[src/rtl/axi_rd_arbiter.sv]
// Two-requester arbiter sharing one AXI4 read channel; one burst in flight at a time.
// Build macro AXI_RD_ARB_WEIGHT_PRIO_EN: req1 gets strict priority instead of round-robin.
module axi_rd_arbiter #(
  parameter int ADDR_W = 32,
  parameter int DATA_W = 512,
  parameter int LEN_W  = 8
) (
  input  logic              system_clk,
  input  logic              rst,

  input  logic              req0_valid,
  input  logic [ADDR_W-1:0] req0_addr,
  input  logic [LEN_W-1:0]  req0_len,
  output logic              req0_ready,
  output logic [DATA_W-1:0] req0_rdata,
  output logic              req0_rvalid,
  output logic              req0_rlast,
  input  logic              req0_rready,
  output logic              req0_done,

  input  logic              req1_valid,
  input  logic [ADDR_W-1:0] req1_addr,
  input  logic [LEN_W-1:0]  req1_len,
  output logic              req1_ready,
  output logic [DATA_W-1:0] req1_rdata,
  output logic              req1_rvalid,
  output logic              req1_rlast,
  input  logic              req1_rready,
  output logic              req1_done,

  output logic              rd_err,

  output logic [ADDR_W-1:0] m00_axi_araddr,
  output logic [LEN_W-1:0]  m00_axi_arlen,
  output logic [2:0]        m00_axi_arsize,
  output logic [1:0]        m00_axi_arburst,
  output logic              m00_axi_arvalid,
  input  logic              m00_axi_arready,
  input  logic [DATA_W-1:0] m00_axi_rdata,
  input  logic [1:0]        m00_axi_rresp,
  input  logic              m00_axi_rlast,
  input  logic              m00_axi_rvalid,
  output logic              m00_axi_rready
);

  localparam logic [1:0] ST_IDLE = 2'd0;
  localparam logic [1:0] ST_AR   = 2'd1;
  localparam logic [1:0] ST_DATA = 2'd2;

  localparam logic [LEN_W-1:0] LEN_ONE = {{(LEN_W-1){1'b0}}, 1'b1};

  logic [1:0]        state_q,    state_d;
  logic              gnt_q,      gnt_d;
  logic              last_gnt_q, last_gnt_d;
  logic [ADDR_W-1:0] araddr_q,   araddr_d;
  logic [LEN_W-1:0]  arlen_q,    arlen_d;
  logic              arvalid_q,  arvalid_d;
  logic [LEN_W-1:0]  beat_cnt_q, beat_cnt_d;
  logic [1:0]        ready_q,    ready_d;
  logic [1:0]        done_q,     done_d;
  logic              rd_err_q,   rd_err_d;

  logic in_data_s;
  logic rready_sel_s;
  logic beat_hs_s;
  logic req_any_s;
  logic pick_s;

  assign in_data_s    = (state_q == ST_DATA);
  assign rready_sel_s = gnt_q ? req1_rready : req0_rready;
  assign beat_hs_s    = in_data_s & rready_sel_s & m00_axi_rvalid;
  assign req_any_s    = req0_valid | req1_valid;

  // Grant selection among pending requesters in IDLE.
  always_comb begin
    pick_s = 1'b0;
`ifdef AXI_RD_ARB_WEIGHT_PRIO_EN
    pick_s = req1_valid;
`else
    if (req0_valid && req1_valid) begin
      pick_s = ~last_gnt_q;
    end else begin
      pick_s = req1_valid;
    end
`endif
  end

  // Next-state logic for the IDLE -> AR -> DATA burst sequence.
  always_comb begin
    state_d    = state_q;
    gnt_d      = gnt_q;
    last_gnt_d = last_gnt_q;
    araddr_d   = araddr_q;
    arlen_d    = arlen_q;
    arvalid_d  = arvalid_q;
    beat_cnt_d = beat_cnt_q;
    ready_d    = 2'b00;
    done_d     = 2'b00;
    rd_err_d   = rd_err_q;

    case (state_q)
      ST_IDLE: begin
        arvalid_d = 1'b0;
        if (req_any_s) begin
          gnt_d    = pick_s;
          araddr_d = pick_s ? req1_addr : req0_addr;
          arlen_d  = pick_s ? req1_len : req0_len;
          ready_d  = pick_s ? 2'b10 : 2'b01;
          state_d  = ST_AR;
        end else begin
          state_d = ST_IDLE;
        end
      end

      // arvalid rises one cycle after the accept pulse, giving the 2-cycle request latency.
      ST_AR: begin
        if (arvalid_q && m00_axi_arready) begin
          arvalid_d  = 1'b0;
          beat_cnt_d = {LEN_W{1'b0}};
          state_d    = ST_DATA;
        end else begin
          arvalid_d = 1'b1;
        end
      end

      ST_DATA: begin
        arvalid_d = 1'b0;
        if (beat_hs_s) begin
          beat_cnt_d = beat_cnt_q + LEN_ONE;
          // rlast must coincide exactly with the beat where the count reaches arlen.
          if ((m00_axi_rresp != 2'b00) || (m00_axi_rlast != (beat_cnt_q == arlen_q))) begin
            rd_err_d = 1'b1;
          end else begin
            rd_err_d = rd_err_q;
          end
          if (m00_axi_rlast) begin
            done_d     = gnt_q ? 2'b10 : 2'b01;
            last_gnt_d = gnt_q;
            state_d    = ST_IDLE;
          end else begin
            state_d = ST_DATA;
          end
        end else begin
          state_d = ST_DATA;
        end
      end

      default: begin
        arvalid_d = 1'b0;
        state_d   = ST_IDLE;
      end
    endcase
  end

  // State registers with synchronous reset.
  always_ff @(posedge system_clk) begin
    if (rst) begin
      state_q    <= ST_IDLE;
      gnt_q      <= 1'b0;
      last_gnt_q <= 1'b1;
      araddr_q   <= {ADDR_W{1'b0}};
      arlen_q    <= {LEN_W{1'b0}};
      arvalid_q  <= 1'b0;
      beat_cnt_q <= {LEN_W{1'b0}};
      ready_q    <= 2'b00;
      done_q     <= 2'b00;
      rd_err_q   <= 1'b0;
    end else begin
      state_q    <= state_d;
      gnt_q      <= gnt_d;
      last_gnt_q <= last_gnt_d;
      araddr_q   <= araddr_d;
      arlen_q    <= arlen_d;
      arvalid_q  <= arvalid_d;
      beat_cnt_q <= beat_cnt_d;
      ready_q    <= ready_d;
      done_q     <= done_d;
      rd_err_q   <= rd_err_d;
    end
  end

  assign m00_axi_araddr  = araddr_q;
  assign m00_axi_arlen   = arlen_q;
  assign m00_axi_arsize  = 3'b110;
  assign m00_axi_arburst = 2'b01;
  assign m00_axi_arvalid = arvalid_q;
  assign m00_axi_rready  = in_data_s & rready_sel_s;

  assign req0_ready  = ready_q[0];
  assign req1_ready  = ready_q[1];
  assign req0_done   = done_q[0];
  assign req1_done   = done_q[1];
  assign rd_err      = rd_err_q;

  assign req0_rdata  = m00_axi_rdata;
  assign req1_rdata  = m00_axi_rdata;
  assign req0_rvalid = in_data_s & ~gnt_q & m00_axi_rvalid;
  assign req0_rlast  = in_data_s & ~gnt_q & m00_axi_rlast;
  assign req1_rvalid = in_data_s &  gnt_q & m00_axi_rvalid;
  assign req1_rlast  = in_data_s &  gnt_q & m00_axi_rlast;

endmodule

[config.mk]
export PLATFORM = sky130hd
export DESIGN_NAME = axi_rd_arbiter
export DESIGN_NICKNAME = d
export VERILOG_FILES = /design/src/rtl/axi_rd_arbiter.sv
export SDC_FILE = /design/constraint.sdc
export NUM_CORES = 1
export LEC_CHECK = 0
export CAP_MARGIN = 15
export CORE_AREA = 2 2 657 659
export DETAILED_ROUTE_END_ITERATION = 8
export DIE_AREA = 0 0 659 661
export HOLD_SLACK_MARGIN = 0.08
export REMOVE_ABC_BUFFERS = 1
export SYNTH_ARGS = -nofsm -noshare
export SYNTH_HDL_FRONTEND = slang
export SYNTH_SLANG_ARGS = --single-unit
export TNS_END_PERCENT = 100
[constraint.sdc]
create_clock -name system_clk -period 2.1 [get_ports system_clk]
set_input_delay 0.42 -clock system_clk [delete_from_list [all_inputs] [get_ports system_clk]]
set_output_delay 0.42 -clock system_clk [all_outputs]
set_load 0.03 [all_outputs]
==> results of run 1 <==
[synth_stat cells (2+ instances only)]
cell      number  share of area
and3_1         5         0.0031
buf_4       1029           0.76
xor2_1         8         0.0069
a21oi_1        9         0.0044
nand4_1        2         0.0012
nor2_1         8         0.0029
nand3b_1       5         0.0037
conb_1         2        0.00074
nor3_1         2        0.00098
o21ai_1        4         0.0020
dfxtp_1       58           0.11
nor3b_1        4         0.0029
a31oi_1        3         0.0018
nand2_1       84          0.031
buf_2         13         0.0064
nor4_1         2         0.0012
and3_2         2         0.0015
a22oi_1       40          0.029
buf_6          4         0.0044
[report_power, final]
group / internal [mW] / total (mW) / switching (mW)
Sequential: 1.17 / 1.26 / 0.0884
Clock: 1.18 / 2.19 / 1.01
Combinational: 0.341 / 0.879 / 0.539
[stage by stage]
step	setup TNS [ns]	hold WS (ns)
floorplan	-15.27	0.4492
global placement	-0.3940	0.4269
detailed placement	-0.3927	0.4321
CTS	0	0.4412
global route	0	0.4560
finish	0	0.4389
[final timing paths]
kind | end | slack [ns]
worst min-delay path | m00_axi_araddr[18]$_SDFFE_PP0N_ | 0.44
worst max register to register | m00_axi_araddr[18]$_SDFFE_PP0N_ | 0.55
worst min register to register | m00_axi_araddr[18]$_SDFFE_PP0N_ | 0.44
worst max-delay path | m00_axi_rready | 0.03
[cells by family after synthesis]
| kind of cell | after synthesis | synth area share |
|---|---|---|
| buf+inv | 1048 | 0.7685 |
| simple gates | 126 | 0.05774 |
| compound gates | 65 | 0.04867 |
| flops | 58 | 0.1138 |
| xor+xnor | 8 | 0.006866 |
| other cells | 2 | 0.0007358 |
| mux | 2 | 0.002451 |
| fa+ha+maj | 1 | 0.001226 |
[state kept, by name, indices dropped and copies added, names as in the netlist]
register	cells
m00_axi_arlen	8
state_q	2
beat_cnt_q	8
last_gnt_q	1
rd_err	1
gnt_q	1
m00_axi_araddr	32
m00_axi_arvalid	1
ready_q	2
done_q	2
[placed cells by master (no fill, tap or decap), types with 2 or more instances in the layout]
master / count
xor2_1: 8
nor3_1: 2
and3_1: 3
nand2_1: 84
clkbuf_16: 9
a22oi_1: 40
and3_2: 4
nor2_1: 8
nand4_1: 2
clkdlybuf4s50_1: 109
o21ai_1: 4
diode_2: 5
a21oi_1: 8
conb_1: 5
dfxtp_1: 57
clkinv_4: 3
buf_4: 31
nand3b_1: 5
nor3b_1: 4
dlygate4sd2_1: 2
bufinv_16: 3
buf_12: 11
nor4_1: 2
a31oi_1: 3
[layer usage]
metal,part of all wire,global-route usage,wire [microns],vias to the layer above
met1,0.095,0.06781,56890,3105
li1,-,-,-,1289
met4,0.11,0.2412,67740,50
met2,0.48,0.4579,288600,3847
met3,0.29,0.3660,172600,459
met5,0.018,0.1856,10940,-
[what timing repair did]
| action | CTS | global route |
|---|---|---|
| resized for setup | 4 | 1 |
| setup endpoints to repair | 3 | 1 |
| pin swaps | 0 | 0 |
[area by class of cell]
type / instances / area share
multi-input cells: 207 / 0.1077
diodes: 5 / 0.001091
well taps: 5710 / 0.6231
clock inverters: 7 / 0.01091
flip-flops and latches: 58 / 0.1014
repair buffers: 153 / 0.1362
clock buffers: 9 / 0.01964
[worst register-to-register path: cells and delay by family, from the launching register on]
kind | cells | cell delay, ns
flops | 1 | 0.52
simple gates | 3 | 0.46
compound gates | 1 | 0.31
buf+inv | 1 | 0.16
==> impl_metrics.ini, run 1 <==
[status]
status = finished clean

[power_and_ir_drop]
ir_drop_v = 0.0004943
power.leakage_nw = 1.924
power_density_nw_per_um2 = 377.4
total_power_mw = 4.327

[die]
rows = 241
fp.dieH_microns = 661
die_w_microns = 659
core_sq_um = 429100
fp.dieArea_sq_um = 435600
initial_core_util = 0.02379
io_pins = 1683

[worst_setup_path]
cp_slowest_cell = clkdlybuf4s50_1
crit_fanout = 2
critPathRequiredTime_ns = 1.68
worstSetupPathType = in2out
slowest_delay_ns = 0.41
cp.depth = 4
crit_family = buffers and inverters
crit_chain = clkdlybuf4s50_1, mux2_4, and2_2, dlygate4sd2_1
worst-r2r-cell-count = 5
startpoint_type = primary input
arrival_ns = 1.65
startpoint = req0_rready
rr_startpoint = state_q[0]$_SDFFE_PP0P_
critPathBufInv = 2
cp-end-kind = primary output

[min_path]
hp-start = m00_axi_araddr[18]$_SDFFE_PP0N_
hold_path_class = reg2reg
holdPathStages = 2

[logic_synthesis]
synth_cell_types = 45
yosysSeqAreaShare = 0.1138
netlist_instances = 1310
synth_edf_count = 0
synth-main-ff-cell = dfxtp_1
postSynthAreaPerCell_sq_um = 7.791
ys_warn_count = 0
synth-seq-cells = 58
ys_async_sr_fraction = 0
syn-cell-area_sq_um = 10210

[grt]
antenna_found_initial = 11
grt_util_all_layers = 0.2653
grt_max_degree = 26
grt_overflow = 0
grt_first_pass_wirelength_microns = 609200
grt_pass1_vias = 4908

[finish]
final_area_sq_um = 11470
area_delta_synth_final_pct = 12.35
final_cells = 6149
nFillCells = 51160
multi_input_area_sq_um = 1235
final_layout_size_suffix_gt1_frac = 0.1797
regArea_sq_um = 1162
nets = 1033
utilization = 0.02672

[sta]
slew_viol_final = 0
slew_headroom = 0.5974
setup_slack_ns = 0.03147
fin_crit_sh = 0.9850
rsz0062_at_grt = false
clock.fmax_mhz = 483.4
finalSetupViolations = 0
min_period_ns = 2.069
max_slew.worst_pin.slew_ns = 0.5984
fin_skew_ns = 0.04198
hold_viol = 0

[detailed_routing]
dr.pass1.iters = 5
wl_microns = 596800
via_per_inst = 1.423
wl_per_cell_microns = 97.05
first_iter_violations = 1393
drc = 0
vias = 8750
antenna_left = 0

[placement]
place_ws_ns = -0.3783
gp_congestion = 0.7879
placed_cells = 6128
placed_cell_area_sq_um = 11100
io_buffers = 141
dp_hpwl_microns = 573400

[clock_network]
cts_tree = built
cts_setup_buffers = 0
cts.path.max_buffers = 2
htreeDepth = 3
cts.sink_count = 58
clk_pin_slew_ns = 0.06
postCtsHoldBufs = 0
root_buffer = clkbuf_16
insertion_delay_ns = 0.42
cts_inserted_buffers = 9

[flow_run]
drv_cap = 0
No activity file was read; power rests on OpenSTA's default activity.
==> inputs of run 2 (changes only) <==
- ABC_CLOCK_PERIOD_IN_PS: default -> 2100
- PLACE_DENSITY: default -> 0.3
==> run 2 against run 1 <==
Compared with the run above:
- first-iteration DRC count decreased by 10%
- combinational power is 2% lower
- via count is 2.7% lower
- hold slack got worse by 0.0026 ns
- worst setup slack gained 0.076 ns
- clock skew shrank 0.030 ns
- critical path depth stayed put
- total power decreased by 5.0%
- count of clock-buffer cells in the layout stayed put
- final cell count about the same
- non-clock buffer count up 1
- critical endpoint is now req0_rvalid
- largest power group unchanged
==> impl_metrics.ini, run 2 (synthesis results as in run 1) <==
[worst_setup_path]
r2r_slack_ns = 0.31
cp-end-kind = primary output
cp_slowest_cell = dfxtp_1
rr_startpoint = state_q[0]$_SDFFE_PP0P_
crit_family = simple AND/OR/NAND/NOR gates
slowest_delay_ns = 0.32
arrival_ns = 1.57
worst-r2r-cell-count = 6
critPathBufInv = 2
worstSetupPathType = reg2out
cp.depth = 4
crit_chain = buf_4, or2b_4, nor3b_4, buf_4
crit_top_cell = buf_4
critPathRequiredTime_ns = 1.68
timing.rr.end = m00_axi_araddr[4]$_SDFFE_PP0N_
startpoint_type = flop
crit_fanout = 7

[finish]
final_cells = 6148
layout_common_cells = clkdlybuf4s50_1 (109), nand2_1 (84), dfxtp_1 (58)
utilization = 0.02668
area_delta_synth_final_pct = 12.19
nFillCells = 51160
final_area_sq_um = 11450
final_common_cell = clkdlybuf4s50_1
largest_reg_flops = 32
regArea_sq_um = 1161
multi_input_area_sq_um = 1246
final_layout_size_suffix_gt1_frac = 0.1862
nets = 1034

[min_path]
hold_path_class = reg2reg
hp-start = m00_axi_araddr[9]$_SDFFE_PP0N_
whs_endpoint = m00_axi_araddr[9]$_SDFFE_PP0N_
holdPathStages = 2

[placement]
io_buffers = 141
gp_congestion = 0.7676
dp_hpwl_microns = 573000
placed_cells = 6129
placed_cell_area_sq_um = 11080

[clock_network]
cts_tree = built
root_buffer = clkbuf_16
insertion_delay_ns = 0.38
clk_pin_slew_ns = 0.08
htreeDepth = 3
cts.path.max_buffers = 2
cts_inserted_buffers = 9
cts.sink_count = 58

[sta]
finalSetupViolations = 0
fin_skew_ns = 0.01186
clock.fmax_mhz = 501.9
max_slew.worst_pin.slew_ns = 0.5300
fin_crit_sh = 0.9487
hold_viol = 0
tns_ns = 0
rsz0062_at_grt = false
slew_viol_final = 0
slew_headroom = 0.6434
min_period_ns = 1.992

[detailed_routing]
dr.pass1.iters = 4
via_per_inst = 1.384
wl_microns = 595400
drc = 0
first_iter_violations = 1250
vias = 8510
antenna_left = 0
wl_per_cell_microns = 96.84

[die]
fp.dieArea_sq_um = 435600
initial_core_util = 0.02379
die_w_microns = 659
core_sq_um = 429100
io_pins = 1683
rows = 241
fp.dieH_microns = 661

[status]
status = finished clean

[grt]
antenna_found_initial = 6
grt_util_all_layers = 0.2648
gr-usage-met1 = 0.06773
use_met2 = 0.4572
grt_pass1_vias = 5091
grt_first_pass_wirelength_microns = 608800
grt_max_degree = 26
busiest_layer = met2
grt_overflow = 0
grt_use_met3 = 0.3648

[power_and_ir_drop]
power.leakage_nw = 1.922
power_density_nw_per_um2 = 359.1
ir_drop_v = 0.0002944

[flow_run]
drv_cap = 0
-- run 2: cell types whose count changed in the layout (fill, tap and decap cells not counted), moves of 2 or more --
cell     before  now
buf_4        31   34
buf_12       11    9
diode_2       5    3
nor3b_1       4    2
-- run 2: worst max-delay path by stage --
stage                                 start            endpoint  slack (ns)
detailed placement              req1_rready      m00_axi_rready       -0.36
finish              state_q[0]$_SDFFE_PP0P_         req0_rvalid        0.11
floorplan                        req1_valid  gnt_q$_SDFFE_PP0N_       -0.46
global placement                req1_rready      m00_axi_rready       -0.39
global route        state_q[0]$_SDFFE_PP0P_         req0_rvalid       0.004
CTS                             req0_rready      m00_axi_rready      -0.002
-- run 2: layout make-up --
cell class              count  share of cell area
diodes                      3           0.0006557
clock buffers               9             0.01967
clock inverters             7             0.01093
multi-input cells         207              0.1088
flip-flops and latches     58              0.1014
well taps                5710              0.6240
repair buffers            154              0.1345
-- run 2: worst register-to-register path: stages, from the launching register on --
cell	delay [ns]
dfxtp_1	0.32
buf_4	0.16
nor3_1	0.36
and3_2	0.31
buf_4	0.26
a22oi_1	0.21
nand2_1	0.11
-- run 2: report_power, final --
part           leakage (nW)  total [mW]  internal [mW]  switching (mW)
Sequential            0.475        1.29           1.17           0.116
Combinational          1.28       0.860          0.336           0.524
Clock                 0.170        1.97           1.17           0.792
Total                  1.92        4.11           2.68            1.43
-- run 2: timing repair --
| action | 4_1_cts | 5_1_grt |
|---|---|---|
| buffers inserted | 0 | 0 |
| hold buffers | 0 | 0 |
| pin swaps | 1 | 0 |
| setup endpoints to repair | 3 | 2 |
| gates resized for setup | 6 | 4 |
| endpoints found under the hold margin | 0 | 0 |
-- run 2: per-layer routing --
layer  vias to the layer above  wire length [microns]
li1                       1288                      -
met1                      3078                  58910
met2                      3641                 287000
met3                       455                 170900
met4                        48                  68710
met5                         -                   9881
-- run 2: metrics by stage --
step	power, mW	hold slack [ns]	setup WS, ns
floorplan	1.504	0.4492	-0.4618
global placement	2.230	0.4284	-0.3881
CTS	4.318	0.4401	-0.002140
detailed placement	2.233	0.4281	-0.3634
finish	4.112	0.4363	0.1077
global route	4.328	0.4537	0.004220
